## src/rtl/ndn_mcu_tx_scheduler_if.sv

```systemverilog
// Byte stream from the tx scheduler to the SPI slave shifter.
// The scheduler drives byte/valid as master; the shifter answers with ready.
interface ndn_mcu_tx_scheduler_if;
  logic [7:0] tx_byte;
  logic       tx_valid;
  logic       tx_ready;

  // Scheduler side: presents bytes and waits for the shifter to take them.
  modport master (
    output tx_byte,
    output tx_valid,
    input  tx_ready
  );

  // Shifter side: observes bytes and signals acceptance.
  modport slave (
    input  tx_byte,
    input  tx_valid,
    output tx_ready
  );
endinterface

```

## src/rtl/ndn_mcu_tx_scheduler.sv

```systemverilog
// NDN router -> MCU transmit scheduler.
// Picks one of two packet sources (interest / data) round-robin, frames the
// chosen packet as a byte stream for the SPI slave shifter and raises an
// interrupt so the MCU, acting as SPI master, knows a packet is waiting.
//   interest : header {0,1,len[5:0]} followed by PREFIX_BYTES prefix bytes,
//              most significant byte first
//   data     : header 8'h00 followed by DATA_BYTES bytes from the data buffer
// The data buffer has one cycle of read latency, so every payload byte costs
// a read cycle, a capture cycle and at least one send cycle.
// DATA_BYTES must not exceed 2**ADDR_W; the address counter stops on compare
// with the last address and never relies on wrapping.
module ndn_mcu_tx_scheduler #(
  parameter int PREFIX_BYTES = 8,
  parameter int DATA_BYTES   = 256,
  parameter int ADDR_W       = 8
) (
  input  logic                      clk,
  input  logic                      rst_n,

  // Interest source
  input  logic                      int_req,
  input  logic [5:0]                int_len,
  input  logic [8*PREFIX_BYTES-1:0] int_prefix,
  output logic                      int_ack,

  // Data source and its payload buffer read port
  input  logic                      dat_req,
  output logic                      dat_rd_en,
  output logic [ADDR_W-1:0]         dat_rd_addr,
  input  logic [7:0]                dat_rd_data,
  output logic                      dat_ack,

  // Byte stream to the SPI shifter
  ndn_mcu_tx_scheduler_if.master    tx,

  // Status towards the MCU
  output logic                      mcu_irq,
  output logic                      busy
);

  localparam int PW    = 8 * PREFIX_BYTES;
  localparam int IDX_W = (PREFIX_BYTES > 1) ? $clog2(PREFIX_BYTES) : 1;

  localparam logic [IDX_W-1:0]  LAST_IDX  = IDX_W'(PREFIX_BYTES - 1);
  localparam logic [ADDR_W-1:0] LAST_ADDR = ADDR_W'(DATA_BYTES - 1);

  typedef enum logic [2:0] {
    IDLE,
    HDR,
    PREFIX,
    DRD,
    DWAIT,
    DSEND,
    DONE
  } state_t;

  typedef enum logic {
    SRC_INT,
    SRC_DAT
  } src_t;

  state_t            state_q;
  src_t              src_q;
  src_t              lastGrant_q;
  logic [PW-1:0]     prefix_q;
  logic [IDX_W-1:0]  idx_q;
  logic [ADDR_W-1:0] addr_q;
  logic [7:0]        txByte_q;
  logic              txValid_q;
  logic              rdEn_q;
  logic              intAck_q;
  logic              datAck_q;
  logic              irq_q;
  logic              busy_q;

  logic              txHs;
  logic              grantInt;
  logic              grantDat;

  // A byte moves only when it is actually offered; ready alone means nothing.
  always_comb begin
    txHs = txValid_q && tx.tx_ready;
  end

  // Round-robin choice: a lone request wins outright, a tie goes to the
  // source that was not served last time.
  always_comb begin
    grantInt = 1'b0;
    grantDat = 1'b0;
    if (int_req && (!dat_req || (lastGrant_q == SRC_DAT))) begin
      grantInt = 1'b1;
    end else if (dat_req) begin
      grantDat = 1'b1;
    end
  end

  // Packet sequencer with all outputs registered. Acks and the buffer read
  // strobe are single-cycle pulses, so they default low every cycle.
  always_ff @(posedge clk or negedge rst_n) begin
    if (!rst_n) begin
      state_q     <= IDLE;
      src_q       <= SRC_INT;
      lastGrant_q <= SRC_DAT;
      prefix_q    <= '0;
      idx_q       <= '0;
      addr_q      <= '0;
      txByte_q    <= '0;
      txValid_q   <= 1'b0;
      rdEn_q      <= 1'b0;
      intAck_q    <= 1'b0;
      datAck_q    <= 1'b0;
      irq_q       <= 1'b0;
      busy_q      <= 1'b0;
    end else begin
      rdEn_q   <= 1'b0;
      intAck_q <= 1'b0;
      datAck_q <= 1'b0;

      case (state_q)
        IDLE: begin
          if (grantInt) begin
            src_q       <= SRC_INT;
            lastGrant_q <= SRC_INT;
            prefix_q    <= int_prefix;
            txByte_q    <= {2'b01, int_len};
            txValid_q   <= 1'b1;
            irq_q       <= 1'b1;
            busy_q      <= 1'b1;
            state_q     <= HDR;
          end else if (grantDat) begin
            src_q       <= SRC_DAT;
            lastGrant_q <= SRC_DAT;
            txByte_q    <= 8'h00;
            txValid_q   <= 1'b1;
            irq_q       <= 1'b1;
            busy_q      <= 1'b1;
            state_q     <= HDR;
          end
        end

        HDR: begin
          if (txHs) begin
            irq_q <= 1'b0;
            if (src_q == SRC_INT) begin
              txByte_q <= prefix_q[PW-1 -: 8];
              prefix_q <= prefix_q << 8;
              idx_q    <= '0;
              state_q  <= PREFIX;
            end else begin
              txValid_q <= 1'b0;
              addr_q    <= '0;
              rdEn_q    <= 1'b1;
              state_q   <= DRD;
            end
          end
        end

        PREFIX: begin
          if (txHs) begin
            if (idx_q == LAST_IDX) begin
              txValid_q <= 1'b0;
              intAck_q  <= 1'b1;
              state_q   <= DONE;
            end else begin
              idx_q    <= idx_q + IDX_W'(1);
              txByte_q <= prefix_q[PW-1 -: 8];
              prefix_q <= prefix_q << 8;
            end
          end
        end

        DRD: begin
          state_q <= DWAIT;
        end

        DWAIT: begin
          txByte_q  <= dat_rd_data;
          txValid_q <= 1'b1;
          state_q   <= DSEND;
        end

        DSEND: begin
          if (txHs) begin
            txValid_q <= 1'b0;
            if (addr_q == LAST_ADDR) begin
              datAck_q <= 1'b1;
              state_q  <= DONE;
            end else begin
              addr_q  <= addr_q + ADDR_W'(1);
              rdEn_q  <= 1'b1;
              state_q <= DRD;
            end
          end
        end

        DONE: begin
          busy_q  <= 1'b0;
          state_q <= IDLE;
        end

        default: begin
          txValid_q <= 1'b0;
          irq_q     <= 1'b0;
          busy_q    <= 1'b0;
          state_q   <= IDLE;
        end
      endcase
    end
  end

  assign tx.tx_byte  = txByte_q;
  assign tx.tx_valid = txValid_q;

  assign dat_rd_en   = rdEn_q;
  assign dat_rd_addr = addr_q;
  assign int_ack     = intAck_q;
  assign dat_ack     = datAck_q;
  assign mcu_irq     = irq_q;
  assign busy        = busy_q;

endmodule

```

## src/flat_wrapper.sv

```systemverilog
// flat-port wrapper written by rule: the top's interface ports become plain ports
module ndn_mcu_tx_scheduler_flat 
#(
  parameter int PREFIX_BYTES = 8,
  parameter int DATA_BYTES   = 256,
  parameter int ADDR_W       = 8
)
  (clk, rst_n, int_req, int_len, int_prefix, int_ack, dat_req, dat_rd_en, dat_rd_addr, dat_rd_data, dat_ack, mcu_irq, busy, tx_tx_byte, tx_tx_valid, tx_tx_ready);
  ndn_mcu_tx_scheduler_if tx_i ();
  input  logic clk;
  input  logic rst_n;
  input  logic int_req;
  input  logic [5:0] int_len;
  input  logic [8*PREFIX_BYTES-1:0] int_prefix;
  output logic int_ack;
  input  logic dat_req;
  output logic dat_rd_en;
  output logic [ADDR_W-1:0] dat_rd_addr;
  input  logic [7:0] dat_rd_data;
  output logic dat_ack;
  output logic mcu_irq;
  output logic busy;
  output wire logic [$bits(tx_i.tx_byte)-1:0] tx_tx_byte;
  output wire logic [$bits(tx_i.tx_valid)-1:0] tx_tx_valid;
  input wire logic [$bits(tx_i.tx_ready)-1:0] tx_tx_ready;
  assign tx_tx_byte = tx_i.tx_byte;
  assign tx_tx_valid = tx_i.tx_valid;
  assign tx_i.tx_ready = tx_tx_ready;
  ndn_mcu_tx_scheduler #(.PREFIX_BYTES(PREFIX_BYTES), .DATA_BYTES(DATA_BYTES), .ADDR_W(ADDR_W)) u_core (.clk(clk), .rst_n(rst_n), .int_req(int_req), .int_len(int_len), .int_prefix(int_prefix), .int_ack(int_ack), .dat_req(dat_req), .dat_rd_en(dat_rd_en), .dat_rd_addr(dat_rd_addr), .dat_rd_data(dat_rd_data), .dat_ack(dat_ack), .tx(tx_i), .mcu_irq(mcu_irq), .busy(busy));
endmodule
```

## config.mk

```make
export PLATFORM = sky130hd
export DESIGN_NAME = ndn_mcu_tx_scheduler_flat
export DESIGN_NICKNAME = d
export VERILOG_FILES = /design/src/rtl/ndn_mcu_tx_scheduler_if.sv /design/src/rtl/ndn_mcu_tx_scheduler.sv /design/src/flat_wrapper.sv
export SDC_FILE = /design/constraint.sdc
export NUM_CORES = 1
export LEC_CHECK = 0
export BUFFER_PORTS_ARGS = -buffer_cell sky130_fd_sc_hd__buf_2
export CAP_MARGIN = 20
export CORE_ASPECT_RATIO = 0.8
export CORE_MARGIN = 2
export CORE_UTILIZATION = 50
export DETAILED_ROUTE_END_ITERATION = 10
export PLACE_DENSITY = 0.83
export SLEW_MARGIN = 10
export SYNTH_ARGS = -nofsm -noshare
export SYNTH_HDL_FRONTEND = slang
export SYNTH_SLANG_ARGS = --single-unit
```

## constraint.sdc

```tcl
create_clock -name clk -period 3.2 [get_ports clk]
set_input_delay 0.32 -clock clk [delete_from_list [all_inputs] [get_ports clk]]
set_output_delay 0.32 -clock clk [all_outputs]
set_load 0.01 [all_outputs]
```

Yosys cells after proc, flatten, opt, wreduce, memory -nomap -nowiden --
Index checks and enable logic that the tools add are counted.
Word-level totals: register bits 94, bits of input ports 83
Cells by class: add/subtract/negate cells 2, equal/unequal tests 18, muxes and demuxes 57, bitwise operators 3, reduce and logical (&&, ||, !) cells 22
Operators by type and width (number):
- $mux 64 | 5
- $pmux 64 s3 | 1
- $mux 8 | 10
- $mux 3 | 11
- $pmux 8 s4 | 1
- $mux 1 | 22
- $pmux 3 s6 | 1
- $pmux 8 s2 | 1
- $reduce_and 5->1 | 3
- $eq 3x3->1 const B | 4
- $ne 2x1->1 const B | 6
- $reduce_and 6->1 | 2
- $reduce_or 5->1 | 2
- $add 8x1->8 const B | 1
- $eq 8x8->1 const B | 1
- $reduce_and 7->1 | 1
- $eq 3x2->1 const B | 2
- $ne 2x2->1 const B | 3
- $pmux 1 s6 | 1
- $pmux 3 s2 | 1
- $reduce_bool 2->1 | 3
- $pmux 1 s2 | 2
- $reduce_and 2->1 | 2
- $reduce_bool 4->1 | 1
- 12 further kinds | 15

Longest topological paths before layout --
Gate-level depths: netlist of the first run.
word-level depth 7, depth in mapped cells 9, gate-level depth less buffers 6

Least setup slack after synthesis of the first run --
No wires, ideal clock.
path kind reg-to-reg, start register u_core.idx_q[0], end register u_core.prefix_q[50], arrival 2.032 ns, required time 3.075 ns, setup slack 1.043 ns, stages on the path, launching flop included 9, path buffers 2, period minus slack after synthesis 2.157 ns, cells stage by stage dfrtp_1 > ha_1 > ha_1 > and3b_1 > o22ai_2 > o31ai_2 > buf_6 > buf_8 > mux2_4
On the way: cells in the longest elaborated chain, start to end 3
Ends and longest elaborated chain:
- start, declared | RTL line ndn_mcu_tx_scheduler.sv:66 | logic [IDX_W-1:0] idx_q;
- start signal, assigned | RTL line ndn_mcu_tx_scheduler.sv:165 | idx_q <= idx_q + IDX_W'(1);
- $eq 3x3->1 | RTL line ndn_mcu_tx_scheduler.sv:160 | if (idx_q == LAST_IDX) begin
- $ne 2x2->1 (no source line)
- $reduce_and 6->1 (no source line)
- end signal, assigned | RTL line ndn_mcu_tx_scheduler.sv:124 | prefix_q <= int_prefix;
- end signal, assigned | RTL line ndn_mcu_tx_scheduler.sv:146 | prefix_q <= prefix_q << 8;
- end signal, assigned | RTL line ndn_mcu_tx_scheduler.sv:167 | prefix_q <= prefix_q << 8;
- end, declared | RTL line ndn_mcu_tx_scheduler.sv:65 | logic [PW-1:0] prefix_q;
Every way passes these cells. A chain may end at the register's enable or synchronous reset.

Final worst setup path of the first run --
start register u_core.state_q[1], end register u_core.prefix_q[11]
On the way: cells in the longest elaborated chain, start to end 3
Ends and longest elaborated chain:
- start, declared | RTL line ndn_mcu_tx_scheduler.sv:62 | state_t state_q;
- start signal, assigned | RTL line ndn_mcu_tx_scheduler.sv:101 | state_q <= IDLE;
- start signal, assigned | RTL line ndn_mcu_tx_scheduler.sv:129 | state_q <= HDR;
- start signal, assigned | RTL line ndn_mcu_tx_scheduler.sv:137 | state_q <= HDR;
- $eq 3x2->1, or another cell as far along | RTL line ndn_mcu_tx_scheduler.sv:119 | case (state_q)
- $ne 2x1->1 (no source line), or another cell as far along
- $reduce_and 6->1 (no source line)
Several ways; a longest one is shown, not always the timed one.

==> metrics.txt, run 1 <==
Cells after Synth=about 400; gp weighted congestion=0.932; flop and latch count out of synthesis=94; Tightest Pin Transition=about 700 ps; IR drop worst, VDD=approximately 0.48 mV; DIE AREA=approximately 11000 um2; crit path kind=flop to flop; final period utilization=76.8%; vias in the first global route=about 3.6k; IO Pins=105; Tmin final=2460 ps; antenna violations before repair=0; Worst-path clk slew=~70 ps; fill count=approximately 850; Register Area=around 2400 um2; area of the multi-input gates=about 2600 um2; Starting Density=51.2%; Yosys top cell area share=roughly 44%; CTS H-tree lvls=3; power per cell area=1220 nW/um2; Post-synth ARST share=100%; most numerous cell in the Yosys netlist=dfrtp_1; DR iter-0 viols=between 200 and 300; syn avg cell area=roughly 13 um2; layout cell share with drive strength beyond 1=39.7%; class of the worst hold path=primary input to flop; most common library cells after synthesis=dfrtp_1, mux2_1, mux2_4, inv_1, nand2_1; Cell Area, Synth=roughly 5200 um2; Critical Path Fanout Max=35; routed wire length=about 12000 um; first-pass GRT wire length=roughly 19000 um; Synth Flop Type=dfrtp_1; CTS buffer count=9; vias per cell=~5.6; die height=95.6 um; status=complete, no violations; EDFF count, synth=0; post-synth top area cell=dfrtp_1; data arrival time of the worst path=roughly 2700 ps; postcts setup bufs=0; Ys Warns=0; CTS sink cnt=94; max frequency=407 MHz; vias=approximately 3.6k; Worst Path Required=about 3400 ps; HPWL Detailed=roughly 8500 um; setup TNS=0 ps; unrepaired setup endpoints after global routing=false; area added between synthesis and finish=18.1%; PortBufs=~100; clock skew=8.01 ps; Root Buffer=clkbuf_16; Hold WS=roughly 220 ps; Pre-Repair DR Iteration Count=5; CTS tree=done; P_leak=roughly 2.9 nW; GRT Residual Overflow=0; Slew Limit Fails=0; sequential share of the synthesized area=44.9%; latest clock arrival within the worst-skew pair=around 340 ps; ANT nets after route=0; fin nets=between 500 and 600; startpoint types=flop; Area contributors post-synth=dfrtp_1, mux2_4, mux2_1, mux2i_1, buf_12; # diodes=0; Netlist cell types=60; largest net degree at the start of global routing=37; Slew HR=approximately half; Syn Nets=between 400 and 500; Hold Fails Final Rpt=0; pre-CTS setup slack=between 700 and 800 ps; core area=a little over 10000 um2; CP Capture Type=flop; Setup-failing EPs final=0; Die Wd=roughly 120 um; Max Buffers Root-to-Sink=2; std cell rows=33; GRT Overall Usage=between 20% and 30%; routed len/inst=around 18 um; Setup WS post-layout=742 ps; Max-Cap Viols=0; drt drc=0
-- layout by cell type, fill, tap and decap left out, types with 8 or more instances in the layout --
cell,instances
o21ai_0,8
dfrtp_1,93
nand3_1,9
inv_1,22
nor2_1,9
nand2_1,15
buf_2,103
mux2_2,8
clkbuf_16,9
mux2i_1,14
a21oi_1,12
mux2_1,54
mux2_4,52
-- state kept, by name, indices dropped and copies added (netlist names) --
| name | cells |
|---|---|
| u_core.lastGrant_q | 1 |
| u_core.state_q | 3 |
| u_core.mcu_irq | 1 |
| u_core.int_ack | 1 |
| u_core.idx_q | 3 |
| u_core.src_q | 1 |
| u_core.dat_rd_en | 1 |
| u_core.busy | 1 |
| u_core.tx.tx_valid | 1 |
| u_core.tx.tx_byte | 8 |
| u_core.dat_ack | 1 |
| u_core.prefix_q | 64 |
| u_core.dat_rd_addr | 8 |
-- final timing paths --
| check | startpoint | end | slack (ps) | cells after the start |
|---|---|---|---|---|
| worst max register to register | u_core.state_q[1] | u_core.prefix_q[11] | 740 | 6 |
| worst min-delay path | int_prefix[7] | u_core.prefix_q[7] | 220 | 3 |
| max in group asynchronous | rst_n | u_core.lastGrant_q | 1880 | 3 |
| min in group asynchronous | rst_n | u_core.prefix_q[3] | 490 | 2 |
| worst min register to register | u_core.prefix_q[16] | u_core.prefix_q[16] | 510 | 1 |
| worst max-delay path | u_core.state_q[1] | u_core.prefix_q[11] | 740 | 6 |
-- critical path: stages, from the launching register on --
cell and delay, ps:
dfrtp_1 670, buf_4 290, nor2b_1 390, a22oi_1 180, o31ai_4 130, buf_12 310, mux2_4 340
-- what timing repair did --
item | in CTS | in global routing
resized for setup | 0 | 0
hold buffers | 1 | 0
hold endpoints to repair | 34 | 0
-- report_power, final --
| part | switching (mW) | total, mW | internal [mW] |
|---|---|---|---|
| Clock | 0.462 | 1.21 | 0.752 |
| Combinational | 1.80 | 4.17 | 2.37 |
| Sequential | 0.399 | 2.17 | 1.77 |
| Total | 2.66 | 7.55 | 4.89 |
-- layer usage --
layer | wire length (um) | vias up | global-route usage (%)
met5 | 0 | - | 0
met4 | 259 | 0 | 9.13
met3 | 498 | 20 | 3.35
met2 | 5490 | 111 | 34.0
met1 | 5490 | 1797 | 30.3
li1 | - | 1688 | -
-- logic make-up after synthesis --
family	Yosys count	synth area share, %
flip-flops	94	44.9
buffers and inverters	44	5.75
AND/OR/NAND/NOR	69	7.75
XOR/XNOR	2	0.692
multiplexers	128	30.9
adder cells (fa/ha/maj)	6	1.43
AO/OA/AOI/OAI	59	8.66
-- stage by stage --
step                power, mW  utilization, %  area [um2]  instances
floorplan                5.75               -        5250        402
global placement         6.16            57.1        5840        634
detailed placement       6.34            57.1        5840        634
CTS                      7.58            60.5        6200        651
global route             8.00            60.5        6200        651
finish                   7.55            60.5        6200        651
-- layout make-up --
type	instances	area share, %
clock buffers	12	4.30
clock inverters	4	1.25
inverters	23	1.39
multi-input cells	264	42.0
flip-flops and latches	94	38.0
well taps	140	2.83
repair buffers	114	10.3
Power figures use the tool's default switching activity.
==> inputs of run 2 (changes only) <==
Settings changed: ABC_AREA set to 1.
Clock period 3.2 ns to 2.45 ns, I/O delays scaled along.
==> metrics.txt, run 2 <==
core area=10100 um2 (was 10200 um2); Starting Density=50.7% (was 51.2%); flop and latch count out of synthesis=94 (unchanged); crit path kind=flop to flop (unchanged); IR drop worst, VDD=0.885 mV (was 0.482 mV); most used routing layer=met2 (unchanged); vias=5030 (was 3616); Cells after Synth=732 (was 402); first-pass GRT wire length=20900 um (was 19000 um); layout cell share with drive strength beyond 1=17.6% (was 39.7%); Adder-Cell Fraction of Synth Area=1.46% (was 1.43%); status=complete, no violations (unchanged); P_leak=3.51 nW (was 2.95 nW); Max Buffers Root-to-Sink=2 (unchanged); latest clock arrival within the worst-skew pair=340 ps (about the same); ANT nets after route=0 (unchanged); Simple-Gate Fraction of Synth Area=43.5% (was 7.75%); Worst-path clk slew=60 ps (was 70 ps); Yosys top cell area share=45.3% (was 44.4%); largest family of logic cells by synthesized area=simple AND/OR/NAND/NOR gates (was multiplexers); postcts setup bufs=0 (unchanged); Root Buffer=clkbuf_16 (unchanged); CTS buffer count=9 (unchanged); fin nets=908 (was 595); DIE AREA=11100 um2 (was 11300 um2); routed wire length=12700 um (was 11700 um); HPWL Detailed=8400 um (was 8450 um); Setup-failing EPs final=0 (unchanged); DR iter-0 viols=451 (was 268); post-synthesis mux area share=0% (was 30.9%); post-synth top area cell=dfrtp_1 (unchanged); gp weighted congestion=0.872 (was 0.932); largest net degree at the start of global routing=70 (was 37); std cell rows=33 (unchanged); Die Wd=117 um (was 119 um); vias in the first global route=4534 (was 3581); sequential share of the synthesized area=45.9% (was 44.9%); CP Capture Type=flop (unchanged); setup TNS=0 ps (unchanged); most common library cells after synthesis=nand2_1, nand3_1, dfrtp_1, nor2_1 (was dfrtp_1, mux2_1, mux2_4, inv_1, nand2_1); most numerous cell in the Yosys netlist=nand2_1 (was dfrtp_1); Final Cell Area=6070 um2 (was 6200 um2); unrepaired setup endpoints after global routing=false (unchanged); Critical Path Fanout Max=51 (was 35); Setup WS post-layout=322 ps (was 742 ps); max frequency=470 MHz (was 407 MHz); Worst Path Required=2730 ps (was 3420 ps); die height=94.6 um (was 95.6 um); Slew Limit Fails=0 (unchanged); met2 usage=36.0% (was 34.0%); syn avg cell area=7.01 um2 (was 13.1 um2); post-CTS sizing=0 (unchanged); routed len/inst=13.1 um (was 18.0 um); antenna violations before repair=0 (unchanged); Post-Synth XOR/XNOR Area=0.512% (was 0.692%); commonest non-fill, non-tap cells in the layout=nand2_1, nand3_1, buf_2 (was buf_2, dfrtp_1, mux2_1); GRT Residual Overflow=0 (unchanged); dpl cell area=5750 um2 (was 5840 um2); IO Pins=105 (unchanged); EDFF count, synth=0 (unchanged); Cell Area, Synth=5130 um2 (was 5250 um2); Area contributors post-synth=dfrtp_1, nand2_1, nand3_1, buf_2, nor2_1 (was dfrtp_1, mux2_4, mux2_1, mux2i_1, buf_12); Tightest Pin Transition=670 ps (was 721 ps); fill count=956 (was 846); vias per cell=5.22 (was 5.55); drt drc=0 (unchanged); Synth Flop Type=dfrtp_1 (unchanged); class of the worst hold path=primary input to flop (unchanged); Netlist cell types=29 (was 60); clock skew=8.45 ps (was 8.01 ps); met1 Usage GRT=34.2% (was 30.3%); startpoint types=flop (unchanged); Slew HR=55.3% (was 51.8%); Ys Warns=0 (unchanged); area added between synthesis and finish=18.4% (was 18.1%); Hold Fails Final Rpt=0 (unchanged); Post-synth ARST share=100% (unchanged); Tmin final=2130 ps (was 2460 ps); CTS sink cnt=94 (unchanged); final period utilization=86.9% (was 76.8%); CTS H-tree lvls=3 (unchanged); GRT Overall Usage=23.8% (was 21.7%); max reg flops=64 (unchanged); PortBufs=104 (unchanged); Synth Area in Compound Gates=1.95% (was 8.66%); Syn Nets=821 (was 491); Pre-Repair DR Iteration Count=4 (was 5); Top reg by flops=u_core.prefix_q (unchanged); most common cell after layout, fill and taps aside=nand2_1 (was buf_2); # diodes=0 (unchanged); data arrival time of the worst path=2410 ps (was 2680 ps); met3 Usage GRT=3.92% (was 3.35%); CTS tree=done (unchanged); hold buffers post-CTS=1 (unchanged); Max-Cap Viols=0 (unchanged); Hold WS=213 ps (was 219 ps); pre-CTS setup slack=397 ps (was 793 ps); power per cell area=1450 nW/um2 (was 1220 nW/um2)
-- run 2: power by group --
group          internal (mW)  switching [mW]
logic                   1.51            3.11
clock network          0.892           0.591
registers               2.25           0.421
-- run 2: metrics by stage --
step | power [mW] | std cells | utilization (%)
2_1_floorplan | 6.21 | 732 | -
6_report | 8.78 | 964 | 60.0
3_5_place_dp | 7.27 | 947 | 56.8
5_1_grt | 9.60 | 964 | 60.0
4_1_cts | 8.79 | 964 | 60.0
3_3_place_gp | 7.16 | 947 | 56.8
-- run 2: worst max-delay path: stages (launching register included) --
cell,delay [ps]
dfrtp_1,480
inv_2,180
nand2_1,100
nor2_1,250
nand2_1,140
o21ai_1,130
inv_2,60
nand2_2,250
buf_12,280
nand2_1,100
nand2_1,60
-- run 2: cell families after synthesis --
logic type	count (synthesis)
compound gates	18
buf+inv	75
flops	94
xor+xnor	3
simple gates	536
fa+ha+maj	6
-- run 2: area by class of cell --
type	count	area, um2	share of cell area (%)
multi-input cells	563	2440	40.2
flip-flops and latches	94	2350	38.7
repair buffers	117	661	10.9
clock buffers	10	229	3.77
well taps	140	175	2.88
inverters	34	128	2.10
clock inverters	6	86.3	1.42
-- run 2: metal layers --
layer	up-vias	part of all wire [%]
met3	30	5.8
met4	0	2.4
met5	-	0
met2	164	45
li1	2496	-
met1	2340	47
-- run 2: path summary, 6_finish.rpt --
check	from	end	slack, ps	cells after the start
worst max-delay path	u_core.state_q[1]	u_core.prefix_q[18]	320	10
worst min-delay path	dat_req	u_core.lastGrant_q	210	3
max in group asynchronous	rst_n	u_core.prefix_q[38]	1250	3
worst min register to register	u_core.prefix_q[3]	u_core.prefix_q[3]	470	2
min in group asynchronous	rst_n	u_core.prefix_q[34]	430	2
worst max register to register	u_core.state_q[1]	u_core.prefix_q[18]	320	10
